File: config.mk
export PLATFORM = sky130hd
export DESIGN_NAME = mem_arbiter
export DESIGN_NICKNAME = d
export VERILOG_FILES = /design/src/rtl/mem_arbiter.sv
export SDC_FILE = /design/constraint.sdc
export NUM_CORES = 1
export LEC_CHECK = 0
export ABC_AREA = 1
export CORE_ASPECT_RATIO = 0.5
export CORE_UTILIZATION = 40
export DETAILED_ROUTE_END_ITERATION = 8
export GPL_ROUTABILITY_DRIVEN = 0
export HOLD_SLACK_MARGIN = 0.05
export PLACE_DENSITY = 0.91
export SYNTH_ARGS = -nofsm -noshare
export SYNTH_HDL_FRONTEND = slang
export SYNTH_SLANG_ARGS = --single-unit
File: constraint.sdc
create_clock -name clk -period 1.8 [get_ports clk]
set_input_delay 0.36 -clock clk [delete_from_list [all_inputs] [get_ports clk]]
set_output_delay 0.36 -clock clk [all_outputs]
set_load 0.01 [all_outputs]
File: src/rtl/mem_arbiter.sv
// mem_arbiter: shares one memory port between NCH requesting channels.
// One transaction in flight at a time (IDLE -> ISSUE -> WAIT -> RESP).
// Arbitration is round-robin or fixed priority. A watchdog aborts a WAIT
// that receives no response within TIMEOUT cycles.
module mem_arbiter #(
    parameter int NBITS     = 32,
    parameter int NCH       = 2,
    parameter int PRIO_MODE = 0,
    parameter int TIMEOUT   = 255
) (
    input  logic                 clk,
    input  logic                 rst,
    input  logic [NCH-1:0]       req_i,
    input  logic [NCH*NBITS-1:0] addr_i,
    input  logic [NCH*NBITS-1:0] wdata_i,
    input  logic [NCH-1:0]       wen_i,
    output logic [NCH-1:0]       rdy_o,
    output logic [NCH-1:0]       valid_o,
    output logic [NCH-1:0]       err_o,
    output logic [NBITS-1:0]     rdata_o,
    output logic                 mem_req,
    output logic [NBITS-1:0]     mem_addr,
    output logic [NBITS-1:0]     mem_wdata,
    output logic                 mem_wen,
    input  logic                 mem_rdy,
    input  logic                 mem_valid,
    input  logic [NBITS-1:0]     mem_rdata,
    output logic                 busy
);

    localparam int GW  = (NCH > 1) ? $clog2(NCH) : 1;
    localparam int SW  = GW + 1;
    localparam int WDW = (TIMEOUT > 1) ? $clog2(TIMEOUT + 1) : 1;
    // Watchdog value in the last permitted WAIT cycle; timeout fires after it.
    localparam logic [WDW-1:0] WD_LAST = WDW'(TIMEOUT - 1);
    localparam logic [GW-1:0]  PTR_RST = GW'(NCH - 1);
    localparam logic [SW-1:0]  NCH_W   = SW'(NCH);

    typedef enum logic [1:0] {IDLE, ISSUE, WAIT, RESP} state_t;

    state_t            state_q, state_d;
    logic [GW-1:0]     gnt_q, gnt_d;
    logic [GW-1:0]     ptr_q, ptr_d;
    logic [NBITS-1:0]  addr_q, addr_d;
    logic [NBITS-1:0]  wdata_q, wdata_d;
    logic              wen_q, wen_d;
    logic [NBITS-1:0]  rdata_q, rdata_d;
    logic [WDW-1:0]    wd_q, wd_d;
    logic              err_q, err_d;

    logic [NBITS-1:0]  addr_arr  [NCH];
    logic [NBITS-1:0]  wdata_arr [NCH];
    logic [NCH-1:0]    req_rot;
    logic [SW-1:0]     shamt;
    logic [SW-1:0]     win_sum;
    logic [GW-1:0]     first_k;
    logic [GW-1:0]     winner;
    logic [NCH-1:0]    gnt_onehot;

    // Unpack the flat per-channel buses into arrays indexed by channel.
    generate
        for (genvar gi = 0; gi < NCH; gi++) begin : g_unpack
            assign addr_arr[gi]  = addr_i[gi*NBITS +: NBITS];
            assign wdata_arr[gi] = wdata_i[gi*NBITS +: NBITS];
        end
    endgenerate

    // Rotate requests so the search starts at ptr+1 (round-robin) or at 0
    // (fixed priority); the doubled vector makes the rotation a plain shift.
    assign shamt   = (PRIO_MODE != 0) ? '0 : ({1'b0, ptr_q} + 1'b1);
    assign req_rot = NCH'({req_i, req_i} >> shamt);

    // Pick the first asserted request in rotated order and map it back to a channel.
    always_comb begin
        first_k = '0;
        for (int i = NCH - 1; i >= 0; i--) begin
            if (req_rot[i]) first_k = GW'(i);
        end
        win_sum = shamt + {1'b0, first_k};
        if (win_sum >= NCH_W) win_sum = win_sum - NCH_W;
        winner = win_sum[GW-1:0];
    end

    // Next-state logic for the transaction FSM, latched request and watchdog.
    always_comb begin
        state_d = state_q;
        gnt_d   = gnt_q;
        ptr_d   = ptr_q;
        addr_d  = addr_q;
        wdata_d = wdata_q;
        wen_d   = wen_q;
        rdata_d = rdata_q;
        wd_d    = wd_q;
        err_d   = 1'b0;
        case (state_q)
            IDLE: begin
                if (|req_i) begin
                    gnt_d   = winner;
                    ptr_d   = winner;
                    addr_d  = addr_arr[winner];
                    wdata_d = wdata_arr[winner];
                    wen_d   = wen_i[winner];
                    state_d = ISSUE;
                end
            end
            ISSUE: begin
                // Backpressure is unbounded here; the watchdog only runs in WAIT.
                if (mem_rdy) begin
                    wd_d    = '0;
                    state_d = WAIT;
                end
            end
            WAIT: begin
                // A response arriving in the timeout cycle takes precedence.
                if (mem_valid) begin
                    rdata_d = mem_rdata;
                    state_d = RESP;
                end else if ((TIMEOUT != 0) && (wd_q == WD_LAST)) begin
                    err_d   = 1'b1;
                    state_d = IDLE;
                end else begin
                    wd_d = wd_q + 1'b1;
                end
            end
            RESP: begin
                state_d = IDLE;
            end
            default: begin
                state_d = IDLE;
            end
        endcase
    end

    // State registers; reset discards any transaction in flight.
    always_ff @(posedge clk or negedge rst) begin
        if (!rst) begin
            state_q <= IDLE;
            gnt_q   <= '0;
            ptr_q   <= PTR_RST;
            addr_q  <= '0;
            wdata_q <= '0;
            wen_q   <= 1'b0;
            rdata_q <= '0;
            wd_q    <= '0;
            err_q   <= 1'b0;
        end else begin
            state_q <= state_d;
            gnt_q   <= gnt_d;
            ptr_q   <= ptr_d;
            addr_q  <= addr_d;
            wdata_q <= wdata_d;
            wen_q   <= wen_d;
            rdata_q <= rdata_d;
            wd_q    <= wd_d;
            err_q   <= err_d;
        end
    end

    assign gnt_onehot = NCH'(1) << gnt_q;
    assign rdy_o      = (state_q == ISSUE && mem_rdy) ? gnt_onehot : '0;
    assign valid_o    = (state_q == RESP) ? gnt_onehot : '0;
    assign err_o      = err_q ? gnt_onehot : '0;
    assign rdata_o    = rdata_q;
    assign mem_req    = (state_q == ISSUE);
    assign mem_addr   = addr_q;
    assign mem_wdata  = wdata_q;
    assign mem_wen    = wen_q;
    assign busy       = (state_q != IDLE);

endmodule

==> qor.txt <==
pre-CTS setup slack = -0.2797 ns
clk root buf = clkbuf_16
Final Hold Fails = 0
vias in the first global route = 5,327
Hold Path Class = input pin to asynchronous set/reset pin
leakage power = 4.231 nW
Overflow after GRT = 0
syn_area_per_cell = 7.964 um^2
worst skew pair latency = 0.35 ns
critical path peak fanout = 5
power consumption = 12.85 mW
P&R area growth vs syn = 62.75%
CTS tree = done
DIE WIDTH = 164.8 um
synth cell count leaders = 359 x nand2_1, 109 x dfrtp_1, 74 x nand3_1, 32 x mux2_2, 24 x buf_2
drt first pass iters = 4
Detailed Place HPWL = 12,550 um
fmax = 582.3 MHz
layout cell share with drive strength beyond 1 = 9.188%
Fill cells = 1,018
CP Class = register to primary output
# IOs = 273
Design Area, Final = 0.008632 mm^2
PortBufs = 272
CTS Sinks = 110
buffer count from post-CTS setup fixing = 0
final setup margin = 0.08280 ns
wire per inst = 15.06 um
largest net degree at the start of global routing = 60
core box area = 0.01281 mm^2
outcome = completed
Synth top area share = 51.43%
area of the multi-input gates = 0.002298 mm^2
DR iter-0 viols = 448
die height = 83.43 um
Synth Instances = 666
post-synthesis net count = 836
crit path DAT = 1.36 ns
mapped cell area = 0.005304 mm^2
worst-margin pin slew = 0.3398 ns
vias = 5,373
Yosys top cell by area = dfrtp_1
Synth Flop Type = dfrtp_1
element type at the critical path start = register
number of synthesized flops with an enable pin = 0
Max VDD drop = 925.1 uV
Final setup viols = 0
Async S/R FF share, synth = 100.0%
top cells by area, synth = dfrtp_1 51%, nand2_1 25%, nand3_1 7.0%
sequential area share after synthesis = 51.92%
YS warnings = 0
post-route setup TNS = 0 ns
dpl cell area = 0.008325 mm^2
post-route ant nets = 0
ant diodes = 0
DRC = 0
Std-Cell Rows = 29
initial core utilization = 41.41%
CTS H-tree lvls = 3
Clock transition at path regs = 0.08 ns
vias per cell = 4.858
first-pass GRT wire length = 26,590 um
unrepaired setup endpoints after global routing = no
Nets = 1,101
flops & latches, synth = 110
Pwr Density = 1489 mW/mm^2
gr usage total = 24.71%
slew margin rel. = 77.35%
nature of the critical path endpoint = primary output
CP Data Required Time = 1.44 ns
Max Slew Vio Count = 0
Register Area = 0.002755 mm^2
Die ar. = 0.01375 mm^2
Tcrit/Tclk final = 95.40%
Final min period = 1.717 ns
total of max-cap violations = 0
Max Buffers Root-to-Sink = 2
Post-Route WL = 16,650 um
initial antenna violation count = 0
top-count cell post-synth = nand2_1
Fin Clk Skew = 0.008884 ns
CTS Buf Count = 9
Distinct cells, synth = 23
==> cell type report <==
cell class | instances | share of cell area, %
Clock inverter | 7 | 0.9712
Multi-Input combinational cell | 499 | 26.63
Sequential cell | 110 | 31.92
Clock buffer | 9 | 2.609
Tap cell | 170 | 2.464
Inverter | 18 | 0.7827
Timing Repair Buffer | 293 | 34.63
==> per-layer routing <==
layer	GRT usage (%)	wire, um
met1	30.02	6751
met2	43.62	8605
met3	3.996	738
met4	9.758	559
met5	0	0
==> logic make-up after synthesis <==
kind of cell / after synthesis / share of synthesized area, %
simple gates: 453 / 34.18
flops: 110 / 51.92
buf+inv: 57 / 5.096
mux: 32 / 6.794
compound gates: 10 / 1.203
xor+xnor: 2 / 0.3303
fa+ha+maj: 2 / 0.4717
==> layout by cell type, fill, tap and decap left out, types with 3 or more instances in the layout <==
cell / n
buf_12: 10
nand2_1: 356
clkinv_8: 3
dfrtp_1: 108
nor2_1: 11
mux2_2: 32
nor3_1: 3
clkdlybuf4s50_1: 263
nand2_2: 5
dlygate4sd2_1: 3
inv_2: 4
clkinv_4: 3
nand3_1: 74
clkbuf_2: 3
inv_1: 14
clkbuf_16: 9
o21ai_0: 7
buf_4: 11
==> worst max-delay path, stage by stage, from the launching register on <==
cell and delay (ns):
dfrtp_1 0.39, buf_4 0.15, inv_2 0.08, nand2_2 0.09
dlygate4sd2_1 0.31
==> path summary, 6_finish.rpt <==
check | from | to | slack (ns) | cells after the start
setup / recovery | state_q[0] | busy | 0.08 | 4
hold / removal | rst | mem_wdata[24] | 0.43 | 2
setup reg to reg | wd_q[0] | wd_q[3] | 0.24 | 8
hold reg to reg | mem_wdata[3] | mem_wdata[3] | 0.48 | 2
max in group asynchronous | rst | gnt_q | 0.73 | 3
min in group clk | mem_wdata[3] | mem_wdata[3] | 0.48 | 2
==> per-stage QoR <==
step                util, %  hold WS, ns  std cells
finish                67.39       0.4262       1106
global route          67.39       0.4355       1106
CTS                   67.46       0.4337       1106
detailed placement    65.00       0.2621       1089
global placement      65.00       0.2531       1089
floorplan                 -      0.06441        666
==> state kept, by name, summed over array words and instances (netlist names) <==
name and flops:
ptr_q 1, gnt_q 1, mem_wdata 32, wd_q 8, mem_addr 32, mem_wen 1
err_q 1, state_q 2, rdata_o 32
==> timing repair <==
action / 4_1_cts / 5_1_grt
hold buffers: 1 / 0
gates resized for setup: 10 / 8
hold endpoints to repair: 17 / 0
endpoints found under the setup margin: 8 / 5
==> power breakdown <==
group / switching [mW] / internal (mW) / total (mW)
Clock: 0.996 / 0.988 / 1.98
Sequential: 0.614 / 3.61 / 4.22
Combinational: 3.20 / 3.44 / 6.64
Power figures use the tool's default switching activity.
